## src/rtl/character_motion_ctrl_pkg.sv

```systemverilog
// Shared types and defaults for the character motion sequencer: motion states, speeds,
// sprite geometry and screen width, plus small 13-bit signed clamp helpers.
package character_motion_ctrl_pkg;

   typedef logic [1:0] motion_state_t;

   localparam motion_state_t WALK  = 2'd0;
   localparam motion_state_t CLIMB = 2'd1;
   localparam motion_state_t JUMP  = 2'd2;
   localparam motion_state_t FALL  = 2'd3;

   localparam logic [11:0] DEF_START_X     = 12'd64;
   localparam logic [11:0] DEF_START_Y     = 12'd700;
   localparam int unsigned DEF_WALK_SPEED  = 2;
   localparam int unsigned DEF_CLIMB_SPEED = 2;
   localparam int unsigned DEF_RAMP_DIV    = 8;
   localparam int unsigned DEF_JUMP_FRAMES = 12;
   localparam int unsigned DEF_JUMP_SPEED  = 3;
   localparam int unsigned DEF_FALL_SPEED  = 3;

   localparam int unsigned HOR_PIXELS       = 1024;
   localparam int unsigned CHARACTER_WIDTH  = 48;
   localparam int unsigned CHARACTER_HEIGHT = 64;

   // Saturate a 13-bit signed intermediate into the unsigned 12-bit position range.
   function automatic logic [11:0] sat12(input logic signed [12:0] v);
      if (v < 13'sd0) begin
         return 12'd0;
      end
      return v[11:0];
   endfunction

   function automatic logic [11:0] clamp12(input logic signed [12:0] v,
                                          input logic signed [12:0] lo,
                                          input logic signed [12:0] hi);
      if (v < lo) begin
         return sat12(lo);
      end
      if (v > hi) begin
         return sat12(hi);
      end
      return sat12(v);
   endfunction

endpackage

```

## src/rtl/character_motion_ctrl.sv

```systemverilog
// Per-frame movement sequencer: owns the character position and walks it through
// WALK / CLIMB / JUMP / FALL using keyboard intents and map-collision query results.
module character_motion_ctrl
   import character_motion_ctrl_pkg::*;
#(
   parameter logic [11:0] START_X     = DEF_START_X,
   parameter logic [11:0] START_Y     = DEF_START_Y,
   parameter int unsigned WALK_SPEED  = DEF_WALK_SPEED,
   parameter int unsigned CLIMB_SPEED = DEF_CLIMB_SPEED,
   parameter int unsigned RAMP_DIV    = DEF_RAMP_DIV,
   parameter int unsigned JUMP_FRAMES = DEF_JUMP_FRAMES,
   parameter int unsigned JUMP_SPEED  = DEF_JUMP_SPEED,
   parameter int unsigned FALL_SPEED  = DEF_FALL_SPEED
) (
   input  logic          clk,
   input  logic          rst,
   input  logic          frame_tick,
   input  logic          key_left,
   input  logic          key_right,
   input  logic          key_up,
   input  logic          key_down,
   input  logic          key_jump,
   input  logic          ladder,
   input  logic [1:0]    ramp,
   input  logic [11:0]   limit_ypos_min,
   input  logic [11:0]   limit_ypos_max,
   input  logic          end_of_ramp,
   input  logic [11:0]   landing_ypos,
   output logic [11:0]   xpos,
   output logic [11:0]   ypos,
   output motion_state_t state,
   output logic          facing_left
);

   localparam int unsigned CNT_W = $clog2(JUMP_FRAMES + 1);

   localparam logic signed [12:0] WALK_STEP  = 13'(WALK_SPEED);
   localparam logic signed [12:0] CLIMB_STEP = 13'(CLIMB_SPEED);
   localparam logic signed [12:0] JUMP_STEP  = 13'(JUMP_SPEED);
   localparam logic signed [12:0] FALL_STEP  = 13'(FALL_SPEED);
   localparam logic signed [12:0] X_MAX      = 13'(HOR_PIXELS - CHARACTER_WIDTH);

   motion_state_t      state_q, state_d;
   logic [11:0]        xpos_q, xpos_d;
   logic [11:0]        ypos_q, ypos_d;
   logic               facing_q, facing_d;
   logic [CNT_W-1:0]   cnt_q, cnt_d;
   logic [3:0]         accum_q, accum_d;
   logic [11:0]        ground_q, ground_d;
   logic [11:0]        target_q, target_d;

   logic               move_l, move_r, moving;
   logic               climb_up, climb_dn;
   logic               on_ramp, step_up, at_limit, climb_exit;
   logic signed [12:0] x_s, y_s, x_step, x_walk_s;
   logic [11:0]        x_walk;
   logic               facing_walk;
   logic [4:0]         acc_sum;

   // Horizontal intent and the shared walk/jump/fall x update.
   always_comb begin
      move_l      = key_left & ~key_right;
      move_r      = key_right & ~key_left;
      moving      = move_l | move_r;
      climb_up    = key_up & ~key_down;
      climb_dn    = key_down & ~key_up;
      x_s         = $signed({1'b0, xpos_q});
      y_s         = $signed({1'b0, ypos_q});
      x_step      = 13'sd0;
      if (move_r) begin
         x_step = WALK_STEP;
      end else if (move_l) begin
         x_step = -WALK_STEP;
      end
      x_walk_s    = x_s + x_step;
      x_walk      = clamp12(x_walk_s, 13'sd0, X_MAX);
      facing_walk = move_l ? 1'b1 : (move_r ? 1'b0 : facing_q);
   end

   // Ramp step direction and ladder exit conditions.
   always_comb begin
      on_ramp    = (ramp == 2'b01) || (ramp == 2'b10);
      step_up    = ((ramp == 2'b01) && move_r) || ((ramp == 2'b10) && move_l);
      acc_sum    = {1'b0, accum_q} + 5'(WALK_SPEED);
      at_limit   = (ypos_q == limit_ypos_min) || (ypos_q == limit_ypos_max);
      climb_exit = ~ladder || (at_limit && (key_left ^ key_right));
   end

   always_comb begin
      state_d  = state_q;
      xpos_d   = xpos_q;
      ypos_d   = ypos_q;
      facing_d = facing_q;
      cnt_d    = cnt_q;
      accum_d  = accum_q;
      ground_d = ground_q;
      target_d = target_q;

      if (frame_tick) begin
         case (state_q)
            WALK: begin
               xpos_d   = x_walk;
               facing_d = facing_walk;
               if (!on_ramp) begin
                  accum_d = 4'd0;
               end else if (moving) begin
                  if (acc_sum >= 5'(RAMP_DIV)) begin
                     accum_d = 4'(acc_sum - 5'(RAMP_DIV));
                     ypos_d  = step_up ? sat12(y_s - 13'sd1) : sat12(y_s + 13'sd1);
                  end else begin
                     accum_d = acc_sum[3:0];
                  end
               end

               if (ladder && (key_up ^ key_down)) begin
                  state_d = CLIMB;
                  accum_d = 4'd0;
               end else if (key_jump) begin
                  state_d  = JUMP;
                  ground_d = ypos_q;
                  cnt_d    = '0;
                  accum_d  = 4'd0;
               end else if (end_of_ramp && moving) begin
                  state_d  = FALL;
                  target_d = landing_ypos;
                  accum_d  = 4'd0;
               end
            end

            CLIMB: begin
               if (climb_exit) begin
                  state_d = WALK;
               end else if (climb_up) begin
                  ypos_d = clamp12(y_s - CLIMB_STEP, $signed({1'b0, limit_ypos_min}),
                                   $signed({1'b0, limit_ypos_max}));
               end else if (climb_dn) begin
                  ypos_d = clamp12(y_s + CLIMB_STEP, $signed({1'b0, limit_ypos_min}),
                                   $signed({1'b0, limit_ypos_max}));
               end
            end

            JUMP: begin
               xpos_d   = x_walk;
               facing_d = facing_walk;
               ypos_d   = sat12(y_s - JUMP_STEP);
               cnt_d    = cnt_q + 1'b1;
               // Last rising frame hands over to FALL aimed back at the take-off height.
               if (cnt_q == CNT_W'(JUMP_FRAMES - 1)) begin
                  state_d  = FALL;
                  target_d = ground_q;
                  cnt_d    = '0;
               end
            end

            FALL: begin
               xpos_d   = x_walk;
               facing_d = facing_walk;
               if ((y_s + FALL_STEP) >= $signed({1'b0, target_q})) begin
                  ypos_d  = target_q;
                  state_d = WALK;
               end else begin
                  ypos_d = sat12(y_s + FALL_STEP);
               end
            end

            default: state_d = WALK;
         endcase
      end
   end

   always_ff @(posedge clk) begin
      if (rst) begin
         state_q  <= WALK;
         xpos_q   <= START_X;
         ypos_q   <= START_Y;
         facing_q <= 1'b0;
         cnt_q    <= '0;
         accum_q  <= 4'd0;
         ground_q <= START_Y;
         target_q <= START_Y;
      end else begin
         state_q  <= state_d;
         xpos_q   <= xpos_d;
         ypos_q   <= ypos_d;
         facing_q <= facing_d;
         cnt_q    <= cnt_d;
         accum_q  <= accum_d;
         ground_q <= ground_d;
         target_q <= target_d;
      end
   end

   assign xpos        = xpos_q;
   assign ypos        = ypos_q;
   assign state       = state_q;
   assign facing_left = facing_q;

endmodule

```

## config.mk

```make
export PLATFORM = sky130hd
export DESIGN_NAME = character_motion_ctrl
export DESIGN_NICKNAME = d
export VERILOG_FILES = /design/src/rtl/character_motion_ctrl_pkg.sv /design/src/rtl/character_motion_ctrl.sv
export SDC_FILE = /design/constraint.sdc
export NUM_CORES = 1
export LEC_CHECK = 0
export BUFFER_PORTS_ARGS = -buffer_cell sky130_fd_sc_hd__buf_2
export CAP_MARGIN = 20
export CORE_MARGIN = 10
export CORE_UTILIZATION = 40
export CTS_BUF_LIST = sky130_fd_sc_hd__clkbuf_4 sky130_fd_sc_hd__clkbuf_8 sky130_fd_sc_hd__clkbuf_16
export DETAILED_ROUTE_END_ITERATION = 6
export GPL_TIMING_DRIVEN = 0
export PLACE_DENSITY = 0.65
export SYNTH_ARGS = -nofsm -noshare
export SYNTH_HDL_FRONTEND = slang
export SYNTH_SLANG_ARGS = --single-unit
```

## constraint.sdc

```tcl
create_clock -name clk -period 7.64 [get_ports clk]
set_input_delay 1.146 -clock clk [delete_from_list [all_inputs] [get_ports clk]]
set_output_delay 1.146 -clock clk [all_outputs]
set_load 0.02 [all_outputs]
```

# Word-level counts from Yosys, hierarchy flattened
# Index checks and enable logic that the tools add are counted.
# Widths: inputs -> output; s select.
# classes
n_lt_le_gt_ge	14
n_bitwise	13
n_reduce_logical	21
n_addsub	10
n_mux	123
eq_ne	22
# op_table
cell	n
$mux 12	37
$lt 13x1->1 const B	7
$mux 1	65
$pmux 12 s4	1
$mux 4	9
$add 12x2->13 const B	2
$gt 13x13->1	2
$lt 13x13->1	2
$mux 13	2
$sub 12x2->13 const B	2
$eq 12x12->1	2
$pmux 12 s2	1
$ne 2x2->1 const B	11
$add 12x1->13 const B	1
$add 13x13->13	1
$ge 13x13->1	1
$gt 13x11->1 const B	1
$sub 12x1->13 const B	1
$mux 2	6
$reduce_and 6->1	2
$pmux 2 s4	1
$pmux 4 s2	1
$reduce_and 4->1	2
$eq 2x2->1 const B	3
21 further kinds	40
# word_totals
ff_bits	59

# Logic depth before layout (Yosys ltp)
# depth
word_depth	28
depth_mapped	20
depth_no_buf	18

# Worst setup path before layout
# No wires, ideal clock.
# synth_timing
path_type	input to register
from	input port limit_ypos_min[1]
to	register ypos_q[2] (netlist: ypos[2])
path_slack_ns	3.635
arrival_ns	3.931
cell_stages	16
n_path_buf	2
path_cell_list	inv_1 ha_1 nor2b_1 o21a_1 o21a_1 o21a_1 o21a_1 o21a_1 o2111ai_1 a21oi_1 ha_1 clkbuf_1 clkbuf_1 a211oi_1 a211o_1 a31oi_1
# synth_via
elab_chain_cells	12
elab_cells_between_ends	25
# synth_lines
item	line	rtl
start, declared	character_motion_ctrl.sv:25	input logic [11:0] limit_ypos_min,
$lt 13x13->1	character_motion_ctrl_pkg.sv:36	if (v < lo) begin
$mux 1	character_motion_ctrl_pkg.sv:36	
$mux 1	character_motion_ctrl.sv:136	end else if (climb_dn) begin
$mux 1	character_motion_ctrl.sv:133	end else if (climb_up) begin
$mux 1	character_motion_ctrl.sv:131	if (climb_exit) begin
$mux 1	character_motion_ctrl.sv:100	case (state_q)
$mux 1	character_motion_ctrl.sv:99	if (frame_tick) begin
$mux 12	character_motion_ctrl_pkg.sv:39	if (v > hi) begin
$mux 12	character_motion_ctrl.sv:136	
$mux 12	character_motion_ctrl.sv:133	
$mux 12	character_motion_ctrl.sv:131	
$pmux 12 s4	character_motion_ctrl.sv:100	
end signal, assigned	character_motion_ctrl.sv:184	ypos_q <= ypos_d;
end, declared	character_motion_ctrl.sv:45	logic [11:0] ypos_q, ypos_d;
# Several ways; a longest one is shown, not always the timed one. The select of a mux whose other input is x is not followed.
# A chain may end at the register's enable or synchronous reset.

# Worst setup path in the final report
# layout_timing
from	register ypos_q[2] (netlist: ypos[2])
to	register ypos_q[4] (netlist: ypos[4])
# layout_via
elab_chain_cells	17
elab_cells_between_ends	103
# layout_lines
item	line	rtl
$add 12x2->13	character_motion_ctrl.sv:137	ypos_d = clamp12(y_s + CLIMB_STEP, $signed({1'b0, limit_ypos_min}),
$lt 13x1->1	character_motion_ctrl_pkg.sv:27	if (v < 13'sd0) begin
$mux 1	character_motion_ctrl_pkg.sv:27	
$mux 1	character_motion_ctrl_pkg.sv:42	return sat12(v);
$mux 1	character_motion_ctrl_pkg.sv:39	
$mux 1	character_motion_ctrl.sv:136	
$mux 1	character_motion_ctrl.sv:133	
$mux 1	character_motion_ctrl.sv:131	
$mux 1	character_motion_ctrl.sv:100	
$mux 1	character_motion_ctrl.sv:99	
$mux 12	character_motion_ctrl_pkg.sv:30	return v[11:0];
$mux 12	character_motion_ctrl_pkg.sv:42	
$mux 12	character_motion_ctrl_pkg.sv:39	
$mux 12	character_motion_ctrl.sv:136	
$mux 12	character_motion_ctrl.sv:133	
$mux 12	character_motion_ctrl.sv:131	
$pmux 12 s4	character_motion_ctrl.sv:100	
# Several ways; a longest one is shown, not always the timed one. The select of a mux whose other input is x is not followed.

==> results.tsv <==
stage	metric	value	unit
power	p_leak	3.46	nW
grt	overflow	0	
clocking	clk_latency	0.35	ns
power	p_total	0.00152	W
worst_hold_path	hold_class	reg -> reg	
clocking	cts_tree	done	
logic_synthesis	synth_edf_count	0	
worst_setup_path	r2r_end	ypos[4]	
sta	hold_slack	0.456	ns
floorplan	core_area	17200	sq um
clocking	cts_buffers	9	
final_layout	synthToLayoutAreaGrowth	14.2	%
sta	tns	0	ns
clocking	holdBufCountCts	0	
route	drt-wirelength-per-cell	21.9	um
route	drc_errors	12	
final_layout	multiInputGateArea	5380	sq um
sta	clock.fmax	0.192	GHz
power	power_density	190	nW/um^2
route	vias_per_cell	6.19	
final_layout	nets	1150	
clocking	cts-root-buf	clkbuf_16	
worst_setup_path	endpoint_kind	flop	
logic_synthesis	synth_warnings	0	
power	vdd_ir_drop_max	0.163	mV
outcome	failed_checks	DRC	
grt	grt_start_max_net_pins	15	
logic_synthesis	synth_area_leaders	dfxtp_1, ha_1, xnor2_1	
worst_setup_path	r2r-start	ypos[2]	
worst_hold_path	hold_end	ground_q[6]	
sta	slew_violations	0	
clocking	cts_sinks	57	
floorplan	start_util	40.7	%
sta	slew_headroom	34.8	%
worst_setup_path	cp_data_arrival_time	5.45	ns
worst_hold_path	holdPathStages	2	
route	routed_wl	27300	um
job	max_cap_viol_count	0	
grt	grt_pass1_wl	41900	um
sta	rsz0062_at_grt	no	
final_layout	seq_area	1140	sq um
clocking	postCtsSetupBuffers	0	
placement	dp.final_hpwl	21500	um
route	ant_nets	0	
route	drt_iter0_markers	1125	
logic_synthesis	async_flop_share	0	%
logic_synthesis	synth_cells	934	
worst_hold_path	hp-start	ground_q[6]	
placement	placedInstanceArea	7650	sq um
sta	finalSetupViolCount	0	
clocking	clockBufferDepth	2	
sta	fin_worst_skew	0.00910	ns
route	firstDrtPassIters	7	
route	via_count	7727	
final_layout	n_antenna_cell	0	
outcome	status	complete, but fails checks	
logic_synthesis	syn_avg_cell_area	7.50	sq um
worst_setup_path	r2r_cells	19	
placement	place_congestion	1.05	
logic_synthesis	ys_types	82	
floorplan	die_y	152	um
logic_synthesis	synth.most_common_cell	nand2_1	
worst_setup_path	crit_start	ypos[2]	
worst_setup_path	worstSetupStartpointType	flop	
sta	hold_viol	0	
grt	antenna_found_initial	1	
worst_setup_path	path_max_fanout	10	
clocking	clk_pin_slew	0.06	ns
logic_synthesis	synth.top_cell.area_share	16.3	%
sta	period_needed	5.22	ns
final_layout	final_area	8000	sq um
worst_setup_path	crit_type	reg -> reg	
logic_synthesis	ys.flop_type	dfxtp_1	
floorplan	ioPinCount	75	
floorplan	die_area	23200	sq um
sta	worstMarginPinSlew	0.965	ns
clocking	htree_levels	3	
sta	worst_slack	2.42	ns
clocking	cts_resized	0	
floorplan	die_x	152	um
logic_synthesis	syn_area	7010	sq um
logic_synthesis	synth_seq_cells	57	
final_layout	fillers	1763	
final_layout	drive_above_1_share	13.4	%
sta	final.period_utilization	68.3	%
placement	place_ws	2.67	ns
worst_setup_path	r2r_slack	2.42	ns
worst_setup_path	critPathRequiredTime	7.88	ns
placement	numPortBuffers	73	
logic_synthesis	syn_nets	1066	
logic_synthesis	synth_top_area_cell	dfxtp_1	
floorplan	num_rows	48	
logic_synthesis	ys_seq_area_share	16.3	%
grt	track_usage	22.4	%
grt	grt_pass1_vias	7509	
logic_synthesis	synth_common_cells	nand2_1, ha_1, a21oi_1, nor2_1, inv_1	
[per-layer routing]
layer  GRT usage, %  vias up  routed length (um)
met3           6.35      102                2920
li1               -     3605                   -
met2           34.5      458               11800
met4           9.67        2                1050
met1           28.4     3560               11500
met5              0        -                  12
[how the worst max path moves through the flow]
stage	end	slack, ns	cells past startpoint
finish	ypos[4]	2.42	19
global route	ypos[4]	2.28	19
CTS	ypos[4]	2.63	19
detailed placement	ypos[4]	2.67	19
global placement	ypos[4]	2.69	19
floorplan	ypos[2]	3.63	16
[cells in the final DEF (no fill, tap or decap), types with 13 or more instances in the layout]
cell type,Yosys,final
nand3_1,29,29
xor2_1,13,13
nor3_1,26,26
nand2_1,93,93
a211oi_1,18,18
a21oi_1,68,68
nand4_1,19,19
o21a_1,16,16
nor2_1,61,61
mux2i_1,20,20
buf_2,12,85
ha_1,83,83
xnor2_1,53,53
inv_1,59,59
dfxtp_1,57,57
clkbuf_1,28,28
o21ai_0,46,46
[through the flow]
| step | std cells | utilization (%) |
|---|---|---|
| 2_1_floorplan | 934 | - |
| 3_3_place_gp | 1232 | 44.4 |
| 3_5_place_dp | 1232 | 44.4 |
| 4_1_cts | 1248 | 46.4 |
| 5_1_grt | 1248 | 46.4 |
| 6_report | 1248 | 46.4 |
[registers in the layout, summed over array words and instances (netlist names)]
signal / flops
target_q: 12
accum_q: 3
cnt_q: 4
xpos: 11
ground_q: 12
ypos: 12
facing_left: 1
state: 2
[cell families (layout without fill, tap and decap cells)]
group	count (synthesis)	count (layout)	share of synthesized area (%)
xor gates and xnor gates	66	66	8.25
adders and majority gates	84	84	15.1
other	1	1	0.0535
DFF	57	57	16.3
muxes	24	24	3.50
AOI/OAI and AO/OA	272	272	27.0
and+or+nand+nor	313	313	22.9
buffers and inverters	117	206	6.91
[power breakdown]
part	leakage, nW	internal [W]	total, W	switching, W
registers	0.465	0.000320	0.000340	0.0000196
clock network	0.171	0.000322	0.000495	0.000173
logic	2.83	0.000241	0.000689	0.000448
[worst max-delay path, stage by stage, from the launching register on]
cell	delay (ns)
dfxtp_1	0.43
buf_4	0.23
buf_2	0.28
inv_1	0.20
ha_1	0.36
xor2_1	0.38
ha_1	0.32
o21a_1	0.11
o21a_1	0.17
o21a_1	0.17
o21a_1	0.19
o2111ai_1	0.19
a21oi_1	0.10
ha_1	0.43
clkbuf_1	0.45
clkbuf_1	0.45
nand2_1	0.10
o211ai_1	0.10
nand3_1	0.13
a21oi_1	0.31
[final cells by class]
cell class / instances / area share, %
Multi-Input combinational cell: 760 / 67.2
Sequential cell: 57 / 14.3
Timing Repair Buffer: 73 / 4.56
Tap cell: 225 / 3.52
Buffer: 55 / 3.14
Inverter: 62 / 2.91
Clock buffer: 9 / 2.81
Clock inverter: 7 / 1.56
Note: power is estimated with default switching activity, not from simulation.
